--- src/rtl/mem_port_arbiter.sv ---
// Two-port round-robin arbiter onto one fixed-latency memory port, one access in flight at a time.
// Defining MEM_ARB_PERF_CNT_EN adds per-port grant counters and a contention counter.
module mem_port_arbiter #(
  parameter int ADDR_W      = 32,
  parameter int DATA_W      = 32,
  parameter int MEM_LATENCY = 1
) (
  input  logic                clk,
  input  logic                reset,
  input  logic                m0_req,
  input  logic                m0_we,
  input  logic [ADDR_W-1:0]   m0_addr,
  input  logic [DATA_W-1:0]   m0_wdata,
  input  logic [DATA_W/8-1:0] m0_wstrb,
  output logic                m0_ack,
  output logic [DATA_W-1:0]   m0_rdata,
  input  logic                m1_req,
  input  logic                m1_we,
  input  logic [ADDR_W-1:0]   m1_addr,
  input  logic [DATA_W-1:0]   m1_wdata,
  input  logic [DATA_W/8-1:0] m1_wstrb,
  output logic                m1_ack,
  output logic [DATA_W-1:0]   m1_rdata,
  output logic                mem_en,
  output logic                mem_we,
  output logic [ADDR_W-1:0]   mem_addr,
  output logic [DATA_W-1:0]   mem_wdata,
  output logic [DATA_W/8-1:0] mem_wstrb,
  input  logic [DATA_W-1:0]   mem_rdata,
  output logic                busy
`ifdef MEM_ARB_PERF_CNT_EN
  ,
  output logic [31:0]         m0_grant_cnt,
  output logic [31:0]         m1_grant_cnt,
  output logic [31:0]         contend_cnt
`endif
);

  localparam logic [3:0] LAT_M1 = 4'(MEM_LATENCY - 1);

  typedef enum logic [1:0] {IDLE = 2'd0, ACCESS = 2'd1, WAIT = 2'd2, RESP = 2'd3} state_t;

  state_t              r_state;
  state_t              w_state_nxt;
  logic [3:0]          r_wait_cnt;
  logic                r_last_grant;
  logic                r_grant;
  logic                r_mem_we;
  logic [ADDR_W-1:0]   r_mem_addr;
  logic [DATA_W-1:0]   r_mem_wdata;
  logic [DATA_W/8-1:0] r_mem_wstrb;
  logic [DATA_W-1:0]   r_m0_rdata;
  logic [DATA_W-1:0]   r_m1_rdata;
  logic                w_grant_vld;
  logic                w_grant_port;
  logic                w_rd_resp;

  always_comb begin
    w_state_nxt  = r_state;
    w_grant_vld  = 1'b0;
    w_grant_port = 1'b0;
    case (r_state)
      IDLE: begin
        if (m0_req && m1_req) begin
          w_grant_vld  = 1'b1;
          w_grant_port = ~r_last_grant;
        end else if (m0_req || m1_req) begin
          w_grant_vld  = 1'b1;
          w_grant_port = m1_req;
        end
        if (w_grant_vld) w_state_nxt = ACCESS;
      end
      ACCESS:  w_state_nxt = (LAT_M1 != 4'd0) ? WAIT : RESP;
      WAIT:    if (r_wait_cnt == 4'd1) w_state_nxt = RESP;
      RESP:    w_state_nxt = IDLE;
      default: w_state_nxt = IDLE;
    endcase
  end

  always_ff @(posedge clk) begin
    if (reset) begin
      r_state      <= IDLE;
      r_wait_cnt   <= 4'd0;
      r_last_grant <= 1'b1;
      r_grant      <= 1'b0;
      r_mem_we     <= 1'b0;
      r_mem_addr   <= '0;
      r_mem_wdata  <= '0;
      r_mem_wstrb  <= '0;
      r_m0_rdata   <= '0;
      r_m1_rdata   <= '0;
    end else begin
      r_state <= w_state_nxt;
      // Payload is captured once at grant; requester changes afterwards are ignored.
      if (r_state == IDLE && w_grant_vld) begin
        r_grant      <= w_grant_port;
        r_last_grant <= w_grant_port;
        r_mem_we     <= w_grant_port ? m1_we    : m0_we;
        r_mem_addr   <= w_grant_port ? m1_addr  : m0_addr;
        r_mem_wdata  <= w_grant_port ? m1_wdata : m0_wdata;
        r_mem_wstrb  <= w_grant_port ? m1_wstrb : m0_wstrb;
      end
      if (r_state == ACCESS) r_wait_cnt <= LAT_M1;
      else if (r_state == WAIT) r_wait_cnt <= r_wait_cnt - 4'd1;
      if (w_rd_resp && !r_grant) r_m0_rdata <= mem_rdata;
      if (w_rd_resp && r_grant)  r_m1_rdata <= mem_rdata;
    end
  end

  assign w_rd_resp = (r_state == RESP) && !r_mem_we;

  // Read data bypasses the holding register during the ack cycle so it is valid with ack.
  assign m0_ack    = (r_state == RESP) && !r_grant;
  assign m1_ack    = (r_state == RESP) && r_grant;
  assign m0_rdata  = (w_rd_resp && !r_grant) ? mem_rdata : r_m0_rdata;
  assign m1_rdata  = (w_rd_resp && r_grant)  ? mem_rdata : r_m1_rdata;
  assign mem_en    = (r_state == ACCESS);
  assign mem_we    = r_mem_we;
  assign mem_addr  = r_mem_addr;
  assign mem_wdata = r_mem_wdata;
  assign mem_wstrb = r_mem_wstrb;
  assign busy      = (r_state != IDLE);

`ifdef MEM_ARB_PERF_CNT_EN
  logic [31:0] r_m0_grant_cnt;
  logic [31:0] r_m1_grant_cnt;
  logic [31:0] r_contend_cnt;

  always_ff @(posedge clk) begin
    if (reset) begin
      r_m0_grant_cnt <= 32'd0;
      r_m1_grant_cnt <= 32'd0;
      r_contend_cnt  <= 32'd0;
    end else begin
      if (r_state == IDLE && w_grant_vld && !w_grant_port) r_m0_grant_cnt <= r_m0_grant_cnt + 32'd1;
      if (r_state == IDLE && w_grant_vld && w_grant_port)  r_m1_grant_cnt <= r_m1_grant_cnt + 32'd1;
      if (r_state == IDLE && m0_req && m1_req)             r_contend_cnt  <= r_contend_cnt + 32'd1;
    end
  end

  assign m0_grant_cnt = r_m0_grant_cnt;
  assign m1_grant_cnt = r_m1_grant_cnt;
  assign contend_cnt  = r_contend_cnt;
`endif

endmodule

--- config.mk ---
export PLATFORM = sky130hd
export DESIGN_NAME = mem_port_arbiter
export DESIGN_NICKNAME = d
export VERILOG_FILES = /design/src/rtl/mem_port_arbiter.sv
export SDC_FILE = /design/constraint.sdc
export NUM_CORES = 1
export LEC_CHECK = 0
export ABC_CLOCK_PERIOD_IN_PS = 3700
export CORE_UTILIZATION = 30
export CTS_BUF_LIST = sky130_fd_sc_hd__clkbuf_4
export DETAILED_ROUTE_END_ITERATION = 8
export GPL_ROUTABILITY_DRIVEN = 0
export HOLD_SLACK_MARGIN = 0.06
export PLACE_DENSITY = 0.64
export SLEW_MARGIN = 20
export SYNTH_ARGS = -nofsm -noshare
export SYNTH_HDL_FRONTEND = slang
export SYNTH_SLANG_ARGS = --single-unit
--- constraint.sdc ---
create_clock -name clk -period 3.7 [get_ports clk]
set_input_delay 0.555 -clock clk [delete_from_list [all_inputs] [get_ports clk]]
set_output_delay 0.555 -clock clk [all_outputs]
set_load 0.005 [all_outputs]
==> impl_results.md <==
* Status: completed
* Core area at 21020 sq um
* Vias in the first global route at 5305
* Num Clock Sinks at 141
* DP Area at 9646 sq um
* Fill count at 2036
* Die H at 148.3 um
* TritonCTS clock tree: done
* Combinational Power Share at 0.423
* CTS max path bufs at 2
* H-Tree Depth at 4
* Largest net degree at the start of global routing at 75
* Synth Flop Type: dfxtp_1
* Fmax at 307.1 MHz
* Flip-flop and latch area at 2823 sq um
* Switching Share at 0.3535
* Die span in x at 148.3 um
* Buf/Inv on CP at 2
* CTS root buffer: clkbuf_4
* Detailed placer's ending HPWL at 13580 um
* Area of the multi-input gates at 3242 sq um
* Lkg Pwr at 3.620 nW
* Final #Nets at 1106
* Worst Max-Slew Pin Slew at 763.4 ps
* IO buf count at 310
* Fin. Hold Viols at 0
* Period Utilization, post-route at 0.8800
* Setup TNS after final layout at 0 ps
* Pwr Density at 515.5 nW/um^2
* Startpoint Class: flip-flop
* Max-slew violations at 0
* Area Growth Syn to Fin at 54.28%
* Final Cell Area at 9905 sq um
* Post-synthesis sequential area ratio at 0.4397
* Critical path class: flip-flop to output pin
* DRC at 0
* Count of cell types in the netlist at 34
* Synth Warn # at 0
* Flop pwr share at 0.390
* WL/cell at 15.90 um
* Unrepaired setup endpoints after global routing: false
* Post-DRT Antenna Nets at 0
* Hold slack at 497.0 ps
* Die ar. at 21990 sq um
* Crit path max fanout at 32
* Critical Path Source: r_state[1]$_SDFFE_PP0P_
* Cell count after synthesis at 655
* Initial Utilization at 0.3054
* Number of synthesized flops with an enable pin at 0
* Vias/cell at 4.734
* Antenna violations before repair at 1
* CP cell instances: ha_1 -> nor3b_4 -> buf_4 -> mux2_1 -> clkdlybuf4s50_1
* Ranking of synthesized cells by area: dfxtp_1 (44%), a311oi_1 (9.4%), or3b_1 (9.4%), mux2_1 (7.5%), nor2b_1 (6.3%)
* Cell Rows at 53
* Worst vdd ir at 213.9 uV
* Reg2Reg Launch Point: r_state[1]$_SDFFE_PP0P_
* First-pass GRT wire length at 29380 um
* Maxcap violations at 0
* HP Class: flip-flop to flip-flop
* FFs w/ async S/R, synth at 0
* Final worst slack at 444.0 ps
* Worst Skew at 25.00 ps
* Share of cells above drive strength 1 at 0.07242
* CP max stage delay at 460 ps
* Setup Slack @ Placement at 1046 ps
* Clk slew on worst S/H paths at 140 ps
* Total GRT Usage at 0.1730
* CTS buffer count at 17
* Share of the synthesized area in the top cell type at 0.4397
* Hold_sp: r_last_grant$_SDFFE_PP1P_
* Setup crit end kind: output pin
* Int Power at 3.301 mW
* Worst skew pair latency at 550 ps
* Required time worst endpoint at 3140 ps
* Syn_nets at 835
* Clk pwr share at 0.187
* Fin cells at 1216
* Vias at 5757
* Syn avg cell area at 9.801 sq um
* Final Core Density at 0.4712
* # placed instances at 1182
* Pwr Total at 5.105 mW
* DR iter-0 viols at 200
* Switching pwr at 1.805 mW
* Relative slew slack at 0.4910
* #FFs+latches synth at 141
* Final Routed Wirelength at 19330 um
* Final setup vio count at 0
* Hold buffer count at cts at 0
* IO Count at 311
* Critical path's slowest cell: clkdlybuf4s50_1
* Area leader, netlist: dfxtp_1
* Congestion Overflow GR at 0
* Setup Fix Bufs, Post-CTS at 0
* Min Tclk post-route at 3256 ps
* # resized after CTS at 0
* Worst EP arrival at 2700 ps
* Synthesized area at 6420 sq um
* First-pass DRT Iterations at 4
* Crit-path leading delay family: buffers and inverters
[power by group through the flow]
stage | Sequential, mW | Clock [mW] | Combinational, mW
6_report | 1.99 | 0.955 | 2.16
5_1_grt | 2.03 | 1.08 | 2.37
4_1_cts | 1.99 | 1.01 | 2.20
3_5_place_dp | 2.02 | 0 | 2.19
3_3_place_gp | 2.02 | 0 | 2.17
2_1_floorplan | 2.02 | 0 | 1.10
[cells by family after synthesis]
kind of cell | count (synthesis) | share of synthesized area
AND/OR/NAND/NOR | 224 | 0.2175
adder cells (fa/ha/maj) | 6 | 0.01169
buffers and inverters | 72 | 0.05827
multiplexers | 66 | 0.1156
flip-flops | 141 | 0.4397
AO/OA/AOI/OAI | 143 | 0.1532
XOR/XNOR | 3 | 0.004094
[area by class of cell]
type | count | area share
multi-input cells | 442 | 0.3273
repair buffers | 319 | 0.3249
flip-flops and latches | 141 | 0.2850
well taps | 275 | 0.03474
clock buffers | 17 | 0.01289
clock inverters | 15 | 0.01276
inverters | 5 | 0.001895
diodes | 2 | 0.0005053
[tightest hold or removal path, stage by stage, from the launching register on]
cell      delay (ps)
dfxtp_1          330
nand2_1           50
nand3b_1          70
[placed cells by master (no fill, tap or decap), types with 9 or more instances in the layout]
cell type        count
clkdlybuf4s50_1    309
dfxtp_1            141
nor2_1              73
or3b_1              69
a311oi_1            69
nor2b_1             65
o21ai_0             61
mux2_1              43
mux2_2              22
clkbuf_4            17
o21ai_1              9
[flip-flops by register name, summed over array words and instances, names as in the netlist]
signal	flops
mem_addr	32
mem_wdata	32
mem_we	1
mem_wstrb	4
r_grant	1
r_last_grant	1
r_m0_rdata	32
r_m1_rdata	32
r_state	2
r_wait_cnt	4
[synth_stat cells, types with 3 or more instances]
library cell,number
dfxtp_1,141
nor2_1,73
a311oi_1,69
or3b_1,69
nor2b_1,65
o21ai_0,61
clkbuf_1,43
mux2_1,43
mux2_2,22
buf_6,10
o21ai_1,9
buf_4,6
ha_1,6
buf_2,5
inv_1,5
buf_1,3
nand2_1,3
nor3_1,3
[routing by layer]
layer | GRT usage | vias up | part of all wire
met5 | 0 | - | 0
met4 | 0.03402 | 0 | 0.0062
met3 | 0.08620 | 9 | 0.11
met2 | 0.2777 | 224 | 0.45
met1 | 0.2075 | 2609 | 0.44
li1 | - | 2915 | -
[path summary, 6_finish.rpt]
kind                                             endpoint  slack [ps]  cells past startpoint
worst min register to register  r_last_grant$_SDFFE_PP1P_         500                      2
worst max-delay path                         m0_rdata[12]         440                      5
worst max register to register  mem_wstrb[3]$_SDFFE_PP0P_        1630                      6
worst min-delay path            r_last_grant$_SDFFE_PP1P_         500                      2
Power figures use the tool's default switching activity.
